**config.mk**
```make
export PLATFORM = sky130hd
export DESIGN_NAME = sc_rr_slave_arbiter
export DESIGN_NICKNAME = d
export VERILOG_FILES = /design/src/rtl/sc_rr_slave_arbiter.sv
export SDC_FILE = /design/constraint.sdc
export NUM_CORES = 1
export LEC_CHECK = 0
export CAP_MARGIN = 0
export CORE_ASPECT_RATIO = 1.5
export CORE_UTILIZATION = 37
export DETAILED_ROUTE_END_ITERATION = 16
export PLACE_DENSITY_LB_ADDON = 0.12
export REMOVE_ABC_BUFFERS = 1
export SYNTH_ARGS = -nofsm -noshare
export SYNTH_HDL_FRONTEND = slang
export SYNTH_SLANG_ARGS = --single-unit
```
**constraint.sdc**
```tcl
create_clock -name i_clk -period 2.36 [get_ports i_clk]
set_input_delay 0.236 -clock i_clk [delete_from_list [all_inputs] [get_ports i_clk]]
set_output_delay 0.236 -clock i_clk [all_outputs]
set_load 0.1 [all_outputs]
```
**src/rtl/sc_rr_slave_arbiter.sv**
```systemverilog
// sc_rr_slave_arbiter: round-robin arbiter sharing one sc slave port among N_MASTERS requesters.
// Optional busy watchdog enabled by defining SC_ARB_TIMEOUT_EN.
module sc_rr_slave_arbiter #(
    parameter int N_MASTERS      = 2,
    parameter int AW             = 32,
    parameter int DW             = 32,
    parameter int TIMEOUT_CYCLES = 256
) (
    input  logic                  i_clk,
    input  logic                  i_reset,
    input  logic [N_MASTERS-1:0]  i_m_req,
    input  logic [N_MASTERS*AW-1:0] i_m_addr,
    input  logic [N_MASTERS-1:0]  i_m_cmd,
    input  logic [N_MASTERS*DW-1:0] i_m_wdata,
    output logic [N_MASTERS-1:0]  o_m_ack,
    output logic [DW-1:0]         o_m_rdata,
    output logic                  o_s_req,
    output logic [AW-1:0]         o_s_addr,
    output logic                  o_s_cmd,
    output logic [DW-1:0]         o_s_wdata,
    input  logic                  i_s_ack,
    input  logic [DW-1:0]         i_s_rdata,
    output logic [N_MASTERS-1:0]  o_grant,
    output logic                  o_err
);
    localparam int   IW   = (N_MASTERS > 1) ? $clog2(N_MASTERS) : 1;
    localparam logic IDLE = 1'b0;
    localparam logic BUSY = 1'b1;

    logic          state_q, state_d;
    logic [IW-1:0] ptr_q, ptr_d, gidx_q, gidx_d, win_idx, cand;
    logic [AW-1:0] addr_q, addr_d;
    logic [DW-1:0] wdata_q, wdata_d;
    logic          cmd_q, cmd_d;
    logic          busy, take, tmo, done;

    assign busy = state_q == BUSY;
    assign take = !busy && |i_m_req;
    assign done = busy && (i_s_ack || tmo);

    // Scan offsets high to low so the smallest offset from ptr overwrites last and wins.
    always_comb begin
        win_idx = ptr_q;
        cand    = '0;
        for (int i = N_MASTERS - 1; i >= 0; i--) begin
            cand = IW'((int'(ptr_q) + i) % N_MASTERS);
            if (i_m_req[cand]) win_idx = cand;
        end
    end

`ifdef SC_ARB_TIMEOUT_EN
    localparam int CW = $clog2(TIMEOUT_CYCLES + 1);
    logic [CW-1:0] cnt_q;
    always_ff @(posedge i_clk or posedge i_reset)
        if (i_reset) cnt_q <= '0;
        else         cnt_q <= busy ? cnt_q + 1'b1 : '0;
    assign tmo = busy && !i_s_ack && cnt_q == CW'(TIMEOUT_CYCLES - 1);
`else
    assign tmo = 1'b0;
`endif

    always_comb begin
        state_d = take ? BUSY : done ? IDLE : state_q;
        ptr_d   = !done ? ptr_q : gidx_q == IW'(N_MASTERS - 1) ? '0 : gidx_q + 1'b1;
        gidx_d  = take ? win_idx : gidx_q;
        addr_d  = take ? i_m_addr[win_idx*AW +: AW] : addr_q;
        wdata_d = take ? i_m_wdata[win_idx*DW +: DW] : wdata_q;
        cmd_d   = take ? i_m_cmd[win_idx] : cmd_q;
    end

    always_ff @(posedge i_clk or posedge i_reset) begin
        if (i_reset) begin
            state_q <= IDLE;
            ptr_q   <= '0;
            gidx_q  <= '0;
            addr_q  <= '0;
            wdata_q <= '0;
            cmd_q   <= 1'b0;
        end else begin
            state_q <= state_d;
            ptr_q   <= ptr_d;
            gidx_q  <= gidx_d;
            addr_q  <= addr_d;
            wdata_q <= wdata_d;
            cmd_q   <= cmd_d;
        end
    end

    assign o_s_req   = busy;
    assign o_s_addr  = addr_q;
    assign o_s_cmd   = cmd_q;
    assign o_s_wdata = wdata_q;
    assign o_grant   = busy ? N_MASTERS'(1) << gidx_q : '0;
    assign o_m_ack   = done ? o_grant : '0;
    assign o_m_rdata = (busy && i_s_ack) ? i_s_rdata : tmo ? DW'(32'hDEAD_BEEF) : '0;
    assign o_err     = tmo;
endmodule

```
==> flow_metrics.tcl <==
set metrics [dict create \
    placed_cells 802 \
    synth_area_per_cell_um2 9.07 \
    cts-hold-fix-buffers 0 \
    start_kind "register" \
    required_ps 2120 \
    critPathTopFamily "simple AND/OR/NAND/NOR gates" \
    rsz0062_at_grt "false" \
    htree_num_levels 3 \
    path_max_fanout 5 \
    final_cells 817 \
    final_cell_area_um2 7190 \
    worstSetupEndpointType "primary output" \
    r2r_end "o_s_addr[22]$_DFFE_PP0P_" \
    tightest_slew_ps 1280 \
    syn_inst 451 \
    pwr_density_cell_nw_per_um2 1030 \
    antenna_found_initial 0 \
    rows 46 \
    layout-drive-gt1-share_pct 20.5 \
    die_area_um2 11500 \
    cts_buffers 9 \
    worstReg2RegStart "ptr_q$_DFFE_PP0P_" \
    cts.clk_slew.worst_paths_ps 50 \
    core-area_um2 10600 \
    drt-met1-wl_um 5690 \
    mostFrequentLayoutCells "164 x clkdlybuf4s50_1, 130 x o2111ai_1, 75 x buf_4, 67 x dfrtp_1, 66 x nand2_1" \
    fin_crit_sh_pct 82.3 \
    total_power_w 0.00739 \
    antenna-diode-count 0 \
    wirelength_um 16700 \
    post-cts-setup-buffers 0 \
    grt_pass1_vias 4735 \
    crit_path_top_delay_cell "dfrtp_1" \
    max_freq_mhz 515 \
    yosys.area.top_type "dfrtp_1" \
    relSlewSlack_pct 14.9 \
    num_vias 5030 \
    setup_viol 0 \
    fin_ws_ps 418 \
    dr_wl_met3_um 1500 \
    insertion_delay_ps 330 \
    slew_violations 0 \
    final-hold-violation-count 0 \
    drtPass1Iterations 5 \
    ys_seq_elements 68 \
    die_x_um 87.8 \
    max_stage_delay_ps 520 \
    path_cells "clkinv_2 -> nor2_1 -> and2_1 -> buf_12" \
    grt_pass1_wl_um 25300 \
    hpwl_um 11100 \
    drt_iter0_drc 509 \
    netlist_top_cells_area "dfrtp_1 42%, o2111ai_1 28%, nand3_1 8.0%" \
    wl_per_cell_um 20.4 \
    grt_use_total_pct 28.8 \
    yosysUniqueCellTypes 19 \
    cts_tree "built" \
    pin_count 270 \
    drc 0 \
    period_needed_ps 1940 \
    synth_area_um2 4090 \
    irDropWorstVdd_mv 0.588 \
    cp.arrival_ps 1710 \
    overflow 0 \
    start_util_pct 38.4 \
    highest_layer "met4" \
    cts-root-buf "clkbuf_16" \
    cp.buffers_inverters 2 \
    io_buffers 268 \
    placed_area_um2 6890 \
    maxCapViolCount 0 \
    met2_length_um 8550 \
    yosysWarnings 0 \
    mostFrequentLayoutCell "clkdlybuf4s50_1" \
    grt_max_degree 132 \
    critPathKind "register to primary output" \
    r2r_slack_ps 850 \
    cts_resized 0 \
    fin_nets 836 \
    hold_path.class "primary input to asynchronous set/reset pin" \
    routed_via_density 6.16 \
    clockBufferDepth 2 \
    ys_seq_area_share_pct 41.6 \
    p_leak_nw 3.09 \
    cts_sinks 68 \
    skew_ps 3.75 \
    rr_worst_depth 4 \
    die_y_um 131 \
    status "finished, final reports clean" \
    gp_congestion 0.844 \
    area_growth_pct 75.9 \
    place_ws_ps 689 \
    ant_nets 0 \
    yosysTopAreaCellShare_pct 41.6 \
]
[synth_stat cells]
library cell and instances:
inv_2 4, nor2_1 2, a21oi_1 2, conb_1 1, o21ai_0 1, buf_2 37, o211ai_1 1, clkbuf_1 23
and2_1 2, nand2_1 66, o21bai_1 1, and3_1 33, nor3_1 1, buf_4 7, dfrtp_1 68, nand3_1 65
o2111ai_1 130, buf_6 6, inv_1 1
[power breakdown]
| part | internal, W | leakage, nW | total (W) | switching [W] |
|---|---|---|---|---|
| Clock | 0.000878 | 0.154 | 0.00136 | 0.000482 |
| Sequential | 0.00147 | 0.837 | 0.00164 | 0.000176 |
| Combinational | 0.00100 | 2.10 | 0.00439 | 0.00339 |
| Total | 0.00335 | 3.09 | 0.00739 | 0.00405 |
[state kept, by name (all words and copies together), names as in the netlist]
name and count:
gidx_q 1, ptr_q 1, o_s_cmd 1, o_s_wdata 32
o_s_addr 32, o_s_req 1
[worst register-to-register path, delay by kind of cell (launching register included)]
kind | cells | cell delay [ps]
buffers and inverters | 2 | 600
DFF | 1 | 400
AOI/OAI and AO/OA | 1 | 300
and+or+nand+nor | 1 | 150
[final cells by class]
cell class / count / area (µm²)
fill: 855 / 3450
timing repair buffer: 280 / 3000
multi-input combinational: 305 / 1990
sequential: 68 / 1700
clock buffer: 15 / 308
tap: 144 / 180
inverter: 5 / 20.0
[cells by family (layout without fill, tap and decap cells)]
group / after synthesis / count (layout) / synth area share, %
compound gates: 135 / 135 / 28.6
buf+inv: 78 / 300 / 10.0
flops: 68 / 68 / 41.6
other cells: 1 / 1 / 0.0917
simple gates: 169 / 169 / 19.7
[per-stage QoR]
step                TNS, ps  hold WS, ps  utilization, %
floorplan            -45880          327               -
global placement          0          462            64.7
detailed placement        0          467            64.7
CTS                       0          349            67.6
global route              0          363            67.6
finish                    0          334            67.6
[how the worst max path moves through the flow]
| stage | from | depth (start not counted) | to | slack, ps |
|---|---|---|---|---|
| floorplan | o_s_req$_DFFE_PP0P_ | 3 | o_m_ack[0] | -2660 |
| global placement | i_m_req[0] | 4 | gidx_q$_DFFE_PP0P_ | 710 |
| detailed placement | i_m_req[0] | 4 | gidx_q$_DFFE_PP0P_ | 690 |
| CTS | o_s_req$_DFFE_PP0P_ | 4 | o_m_ack[0] | 380 |
| global route | o_s_req$_DFFE_PP0P_ | 4 | o_m_ack[0] | 340 |
| finish | o_s_req$_DFFE_PP0P_ | 4 | o_m_ack[0] | 420 |
[metal layers]
metal  up-vias  global-route usage (%)
li1       2235                       -
met1      2427                    31.5
met2       304                    49.5
met3        64                    7.29
met4         0                    17.4
met5         -                       0
Power figures use the tool's default switching activity.
